`src/rtl/gesture_scan_ctrl.sv`:
```
// Gesture scanner: polls five fingers through a shared detector, decodes the
// frame into a sign code, debounces it across frames and hands it off.
module gesture_scan_ctrl #(
  parameter int unsigned STABLE_CNT = 3,
  parameter int unsigned TIMEOUT    = 255
) (
  input  logic       clk,
  input  logic       rst,
  input  logic       frame_start,
  output logic       det_req,
  output logic [2:0] det_idx,
  input  logic       det_done,
  input  logic       det_status,
  output logic [4:0] pattern,
  output logic [3:0] sign_code,
  output logic       sign_valid,
  input  logic       sign_ready,
  output logic       busy,
  output logic       timeout_err
);

  localparam int unsigned IDX_W  = 3;
  localparam int unsigned PAT_W  = 5;
  localparam int unsigned CODE_W = 4;
  localparam int unsigned WAIT_W = 8;

  localparam logic [IDX_W-1:0]  IDX_LAST  = IDX_W'(4);
  localparam logic [CODE_W-1:0] CODE_NONE = CODE_W'(10);
  localparam logic [CODE_W-1:0] STAB_MAX  = CODE_W'(15);
  localparam logic [CODE_W-1:0] STAB_TGT  = CODE_W'(STABLE_CNT);
  localparam logic [WAIT_W-1:0] WAIT_LAST = WAIT_W'(TIMEOUT - 1);

  typedef enum logic [2:0] {
    S_IDLE   = 3'd0,
    S_WAIT   = 3'd1,
    S_DECODE = 3'd2,
    S_STAB   = 3'd3,
    S_HOLD   = 3'd4
  } state_t;

  state_t              state, state_n;
  logic                bubble, bubble_n;
  logic [WAIT_W-1:0]   wait_cnt, wait_cnt_n;
  logic [PAT_W-1:0]    frame, frame_n;
  logic [CODE_W-1:0]   code, code_n;
  logic [CODE_W-1:0]   stab_cnt, stab_cnt_n;
  logic [CODE_W-1:0]   prev_code, prev_code_n;
  logic [CODE_W-1:0]   last_emitted, last_emitted_n;
  logic [CODE_W-1:0]   stab_upd;
  logic                capture, cap_bit;

  logic                det_req_n;
  logic [IDX_W-1:0]    det_idx_n;
  logic [PAT_W-1:0]    pattern_n;
  logic [CODE_W-1:0]   sign_code_n;
  logic                sign_valid_n;
  logic                busy_n;
  logic                timeout_err_n;

  // Frame bits are {pinky,ring,middle,index,thumb}; anything unlisted is "no sign".
  function automatic logic [CODE_W-1:0] decode_frame(input logic [PAT_W-1:0] p);
    logic [CODE_W-1:0] c;
    case (p)
      5'b00010: c = CODE_W'(1);
      5'b00110: c = CODE_W'(2);
      5'b00111: c = CODE_W'(3);
      5'b01111: c = CODE_W'(4);
      5'b11111: c = CODE_W'(5);
      5'b01110: c = CODE_W'(6);
      5'b10110: c = CODE_W'(7);
      5'b11010: c = CODE_W'(8);
      5'b11100: c = CODE_W'(9);
      default:  c = CODE_NONE;
    endcase
    return c;
  endfunction

  // State register
  always_ff @(posedge clk) begin
    if (rst) state <= S_IDLE;
    else     state <= state_n;
  end

  // Datapath and output registers
  always_ff @(posedge clk) begin
    if (rst) begin
      bubble       <= 1'b0;
      wait_cnt     <= '0;
      frame        <= '0;
      code         <= '0;
      stab_cnt     <= '0;
      prev_code    <= '0;
      last_emitted <= '0;
      det_req      <= 1'b0;
      det_idx      <= '0;
      pattern      <= '0;
      sign_code    <= '0;
      sign_valid   <= 1'b0;
      busy         <= 1'b0;
      timeout_err  <= 1'b0;
    end else begin
      bubble       <= bubble_n;
      wait_cnt     <= wait_cnt_n;
      frame        <= frame_n;
      code         <= code_n;
      stab_cnt     <= stab_cnt_n;
      prev_code    <= prev_code_n;
      last_emitted <= last_emitted_n;
      det_req      <= det_req_n;
      det_idx      <= det_idx_n;
      pattern      <= pattern_n;
      sign_code    <= sign_code_n;
      sign_valid   <= sign_valid_n;
      busy         <= busy_n;
      timeout_err  <= timeout_err_n;
    end
  end

  // Next-state and next-output logic
  always_comb begin
    state_n        = state;
    bubble_n       = bubble;
    wait_cnt_n     = wait_cnt;
    frame_n        = frame;
    code_n         = code;
    stab_cnt_n     = stab_cnt;
    prev_code_n    = prev_code;
    last_emitted_n = last_emitted;
    det_idx_n      = det_idx;
    pattern_n      = pattern;
    sign_code_n    = sign_code;
    sign_valid_n   = sign_valid;
    timeout_err_n  = timeout_err;
    stab_upd       = stab_cnt;
    capture        = 1'b0;
    cap_bit        = 1'b0;

    case (state)
      S_IDLE: begin
        if (frame_start) begin
          state_n       = S_WAIT;
          det_idx_n     = '0;
          frame_n       = '0;
          timeout_err_n = 1'b0;
          bubble_n      = 1'b0;
          wait_cnt_n    = '0;
        end
      end

      S_WAIT: begin
        if (bubble) begin
          // Gap between fingers: detector results are dropped here.
          bubble_n   = 1'b0;
          wait_cnt_n = '0;
        end else begin
          if (det_done) begin
            capture = 1'b1;
            cap_bit = det_status;
          end else if (wait_cnt == WAIT_LAST) begin
            capture       = 1'b1;
            cap_bit       = 1'b0;
            timeout_err_n = 1'b1;
          end else begin
            wait_cnt_n = wait_cnt + WAIT_W'(1);
          end

          if (capture) begin
            frame_n[det_idx] = cap_bit;
            wait_cnt_n       = '0;
            if (det_idx < IDX_LAST) begin
              det_idx_n = det_idx + IDX_W'(1);
              bubble_n  = 1'b1;
            end else begin
              state_n = S_DECODE;
            end
          end
        end
      end

      S_DECODE: begin
        pattern_n = frame;
        code_n    = decode_frame(frame);
        state_n   = S_STAB;
      end

      S_STAB: begin
        if (code == prev_code) begin
          stab_upd = (stab_cnt == STAB_MAX) ? STAB_MAX : stab_cnt + CODE_W'(1);
        end else begin
          stab_upd    = CODE_W'(1);
          prev_code_n = code;
        end
        stab_cnt_n = stab_upd;
        // A "no sign" frame re-arms the last emitted gesture.
        if (code == CODE_NONE) last_emitted_n = '0;
        if (stab_upd == STAB_TGT && code != CODE_NONE && code != last_emitted) begin
          state_n      = S_HOLD;
          sign_code_n  = code;
          sign_valid_n = 1'b1;
        end else begin
          state_n = S_IDLE;
        end
      end

      S_HOLD: begin
        if (sign_ready) begin
          last_emitted_n = sign_code;
          sign_valid_n   = 1'b0;
          state_n        = S_IDLE;
        end
      end

      default: state_n = S_IDLE;
    endcase

    det_req_n = (state_n == S_WAIT) && !bubble_n;
    busy_n    = (state_n != S_IDLE);
  end

endmodule
```
`config.mk`:
```
export PLATFORM = sky130hd
export DESIGN_NAME = gesture_scan_ctrl
export DESIGN_NICKNAME = d
export VERILOG_FILES = /design/src/rtl/gesture_scan_ctrl.sv
export SDC_FILE = /design/constraint.sdc
export NUM_CORES = 1
export LEC_CHECK = 0
export BUFFER_PORTS_ARGS = -buffer_cell sky130_fd_sc_hd__buf_4
export CORE_ASPECT_RATIO = 1.25
export CORE_UTILIZATION = 63
export DETAILED_ROUTE_END_ITERATION = 8
export GPL_TIMING_DRIVEN = 0
export PLACE_DENSITY = 0.87
export SLEW_MARGIN = 20
export SYNTH_ARGS = -nofsm -noshare
export SYNTH_HDL_FRONTEND = slang
export SYNTH_SLANG_ARGS = --single-unit
```
`constraint.sdc`:
```
create_clock -name clk -period 2.76 [get_ports clk]
set_input_delay 0 -clock clk [delete_from_list [all_inputs] [get_ports clk]]
set_output_delay 0 -clock clk [all_outputs]
set_load 0.01 [all_outputs]
```
; ---- After elaboration in Yosys (flattened, before gate mapping)
; Memories as Yosys holds them, arrays and structs flattened. A register that Yosys moved wholly into a read port is not among the register bits.
; Cells that the tools add are included.
[classes]
add_sub_neg = 3
multipliers = 0
n_div = 0
magnitude_cmp = 3
n_eq_ne = 23
n_shift = 0
muxes = 51
n_bitwise = 1
n_reduce_logical = 17
[ops]
columns = op, count
row1 = $mux W8, 5
row2 = $mux W3, 10
row3 = $mux W4, 5
row4 = $mux W1, 18
row5 = $ne A2 B2 Y1 const B, 9
row6 = $pmux W8 S2, 1
row7 = $mux W5, 3
row8 = $pmux W3 S5, 1
row9 = $ne A4 B4 Y1 const B, 3
row10 = $pmux W5 S2, 1
row11 = $reduce_and A5 Y1, 2
row12 = $add A8 B1 Y8 const B, 1
row13 = $eq A4 B4 Y1 const B, 2
row14 = $eq A8 B8 Y1 const B, 1
row15 = $pmux W4 S2, 1
row16 = $reduce_and A4 Y1, 2
row17 = $eq A3 B1 Y1 const B, 2
row18 = $eq A3 B2 Y1 const B, 2
row19 = $pmux W1 S2, 3
row20 = $pmux W3 S2, 1
row21 = $reduce_and A3 Y1, 2
row22 = $bwmux W5, 1
row23 = $add A4 B1 Y4 const B, 1
row24 = $eq A4 B2 Y1 const B, 1
row25 = other kinds (15), 20
[word_totals]
regBits = 45
latch_bits = 0
mem_bits_rw = 0
romBits = 128
wordCells = 113
mem_count = 1
[mem_list]
columns = name, depth, word_bits, rd, rd_ports_with_merged_regs, wr, line_no
row1 = (no name shown), 32, 4, 1, 1, 0, 63  ; case (p)

; ---- Logic depth before layout (Yosys ltp)
[depth]
depth_word = 11
depth_mapped = 7
ltp_nobuf = 6

; ---- Worst setup path after synthesis
; No wires, ideal clock.
[synth_path]
kind = register to register
startpoint = register stab_cnt[0]
endpoint = register state[2]
arrival_ns = 1.673
setup_slack_ns = 1.001
path_stages_with_launch = 7
path_buffers = 0
synth_period_minus_slack_ns = 1.759
cell_sequence = dfxtp_1 > ha_1 > or2_2 > a221oi_2 > and3_2 > nand2_1 > a221oi_2
[synth_via]
elab_chain_len = 9
elab_cells_between_ends = 10
classes_between = add/sub: 1 / eq/ne: 2 / mux: 5 / reduce/logical: 2
[synth_rtl]
columns = item, line_no
row1 = start: declaration, 46  ; logic [CODE_W-1:0] stab_cnt, stab_cnt_n;
row2 = start signal: assignment, 106  ; stab_cnt <= stab_cnt_n;
row3 = $add A4 B1 Y4 or $eq A4 B4 Y1 (tied branches), 188  ; stab_upd = (stab_cnt == STAB_MAX) ? STAB_MAX : stab_cnt + CODE_W'(1);
row4 = $mux W4 (*), 188
row5 = $mux W4 (*), 187  ; if (code == prev_code) begin
row6 = $mux W4 (*), 138  ; case (state)
row7 = $eq A4 B2 Y1 (*), 196  ; if (stab_upd == STAB_TGT && code != CODE_NONE && code != last_emitted) begin
row8 = $logic_and A1 B1 Y1 (*) (2 in series), 196
row9 = $mux W3 (*), 196
row10 = $pmux W3 S5 (*), 138
row11 = end signal: assignment, 81  ; else state <= state_n;
row12 = end: declaration, 41  ; state_t state, state_n;
; Every way passes the cells marked *; elsewhere a longest branch is shown, timed or not. The select of a mux whose other input is x is not followed.
; A chain may end at the register's enable or synchronous reset.

; ---- Worst setup path in the final report
; Ends and elaborated chain as after synthesis.

==> impl_results.md <==
* Status: finished with violations
* Failing checks: design-rule violations
* Seq/Total Area, Yosys at 41.1%
* Count of cell types in the netlist at 53
* Clk root buf: clkbuf_8
* Mapped Cells at 282
* IO buf count at 21
* First-pass GRT wire length at 8600 µm
* Core region area at 3540 µm²
* Clk_lat worst skew at 0.31 ns
* Dpl cells at 342
* Ys flop type: dfxtp_1
* Power Total at 1.40 mW
* Tot GR Track Use at 27.2%
* Syn. warnings at 0
* Final ANT Viol Nets at 0
* Top cell type's share of synthesized area at 41.1%
* Grt total ovfl at 0
* Ys async rst share at 0%
* Final wirelength at 5060 µm
* Core Rows at 24
* Leading area contributor after synthesis: dfxtp_1
* Starting density of the core at 67.4%
* Storage cell area at 981 µm²
* Worst reg2reg setup slack at 0.79 ns
* Most frequent cells in the layout: dfxtp_1 (49), a21oi_1 (33), nand2_1 (32)
* Chip Width at 57.1 µm
* Diodes inserted at 0
* WP data arrival at 2.20 ns
* F_max at 0.508 GHz
* Max-slew violation count at 0
* Vias per cell at 6.00
* Final Hold Vio Count at 0
* Worst Skew at 0.00664 ns
* Seq cells post-synth at 49
* Dpl hpwl at 3520 µm
* Max Cap Viol at 0
* Post-CTS Setup Bufs at 0
* Crit Path Max Fanout at 5
* # nets final at 323
* Via Count at 2,105
* Post-synth EDFFs at 0
* Slowest cell delay on critical path at 0.36 ns
* Rel. slew slack at 45.0%
* Num CTS Buffers at 5
* Initial antenna violation count at 0
* # IOs at 22
* Mapped Area at 2390 µm²
* Post-route minimum period at 1.97 ns
* Tcrit/Tclk final at 71.4%
* Clk sinks at 49
* Layout Cells excl Fill at 351
* Hold Path Class: in -> reg
* Area contributors post-synth: dfxtp_1 (41%), a21oi_1 (6.9%), nand2_1 (5.0%)
* Pleak at 0.966 nW
* RSZ-0062 raised after global routing: false
* Final core utilization at 77.3%
* CP max-delay cell: dfxtp_1
* Routed wire per std cell at 14.4 µm
* Largest net degree at the start of global routing at 16
* Worst setup path class: reg -> reg
* Hold_ws at 0.0569 ns
* Largest delay contributor family on the critical path: simple AND/OR/NAND/NOR gates
* Syn_nets at 294
* Share of cells above drive strength 1 at 15.4%
* Crit path launch type: register
* DIE AREA at 4040 µm²
* Worst VDD drop at 0.000371 V
* Mapped Avg Cell Area at 8.47 µm²
* Syn-to-layout area delta at 14.7%
* H-tree lvl count at 2
* Multi-input logic area at 1310 µm²
* Fillers at 283
* CP Cell Sequence: ha_1, or2_2, a221oi_2, and3_2, nand2_1, a221oi_2
* Worst path bufs/invs at 0
* 1st-pass router iterations at 6
* Final setup viols at 0
* Pwr Density at 512 nW/µm²
* Initial drt markers at 82
* Vias in the first global route at 1,925
* Placer congestion estimate at 0.909
* Die Y at 70.8 µm
* Most common cell on crit path: a221oi_2
* Remaining DRCs at 5
* Most common cell after layout, fill and taps aside: dfxtp_1
* Max Buffers Root-to-Sink at 2
* Setup crit end kind: register
* Worst slew pin tran at 0.821 ns
* Clock slew at reported path FFs at 0.09 ns
* Worst EP required at 2.99 ns
* CTS tree: yes
* Post-Route Setup TNS at 0 ns
-- layer usage --
| layer | vias up | track usage [%] | part of all wire, % |
|---|---|---|---|
| met2 | 40 | 45.8 | 50 |
| met1 | 998 | 33.7 | 45 |
| met3 | 9 | 5.48 | 3.2 |
| met5 | - | 0 | 0 |
| met4 | 0 | 11.4 | 1.7 |
| li1 | 1058 | - | - |
-- cells in the mapped netlist, drive strengths merged, types with 2 or more instances --
| cell type | count |
|---|---|
| a21oi | 33 |
| clkbuf | 10 |
| inv | 6 |
| o2111ai | 2 |
| nand3 | 14 |
| or2 | 4 |
| buf | 3 |
| nand2b | 6 |
| a31o | 2 |
| ha | 6 |
| nor2b | 4 |
| nor2 | 30 |
| a211oi | 2 |
| dfxtp | 49 |
| nand3b | 2 |
| nand2 | 32 |
| and3 | 2 |
| o21ai | 11 |
| xor2 | 4 |
| a31oi | 3 |
| and2 | 2 |
| o22ai | 3 |
| xnor2 | 12 |
| nand4 | 4 |
| nor3 | 4 |
| o211ai | 2 |
| a221oi | 3 |
| and4 | 2 |
| a22oi | 4 |
| or3 | 3 |
| mux2i | 2 |
| o21a | 2 |
-- state kept, by name, indices dropped and copies added, names as in the netlist --
register	cells
busy	1
prev_code	4
state	3
code	4
last_emitted	4
sign_code	4
timeout_err	1
pattern	5
bubble	1
stab_cnt	4
sign_valid	1
det_req	1
det_idx	3
wait_cnt	8
frame	5
-- worst paths after layout --
kind                                   from           to  cells after the start
worst min-delay path               det_done  timeout_err                      3
worst min register to register   pattern[3]   pattern[3]                      2
worst max register to register  stab_cnt[0]     state[2]                      6
worst max-delay path            stab_cnt[0]     state[2]                      6
-- worst register-to-register path: stages (launching register included) --
cell and delay, ns:
dfxtp_1 0.36, ha_1 0.26, or2_2 0.31, a221oi_2 0.32, and3_2 0.28, nand2_1 0.11, a221oi_2 0.25
-- timing repair --
action / CTS / global route
gates resized for setup: 0 / 0
hold buffers: 1 / 0
endpoints found under the hold margin: 1 / 0
-- report_power, final --
group          switching [mW]  total, mW  internal [mW]
Sequential            0.00678      0.720          0.714
Combinational          0.0475     0.0809         0.0334
Clock                   0.242      0.602          0.360
-- through the flow --
stage | setup WS (ns) | instance area, µm²
after floorplan | 1.00 | 2390
after global routing | 0.672 | 2740
final | 0.790 | 2740
after detailed placement | 0.831 | 2590
after CTS | 0.811 | 2740
after global placement | 0.871 | 2590
-- final cells by class --
type                            count  area share, %
Buffer                             13           2.70
Clock buffer                        5           2.51
Timing Repair Buffer               22           6.12
Clock inverter                      3           2.38
Tap cell                           39           1.78
Sequential cell                    49           35.8
Multi-Input combinational cell    214           47.9
Inverter                            6          0.822
-- kinds of logic (layout without fill, tap and decap cells) --
logic type	count (synthesis)	after routing	share of synthesized area [%]
XOR/XNOR	16	16	5.87
multiplexers	2	2	0.838
flip-flops	49	49	41.1
AND/OR/NAND/NOR	116	116	24.7
adder cells (fa/ha/maj)	6	6	3.14
buffers and inverters	19	49	4.03
AO/OA/AOI/OAI	74	74	20.3
(Power assumes the default switching activity.)
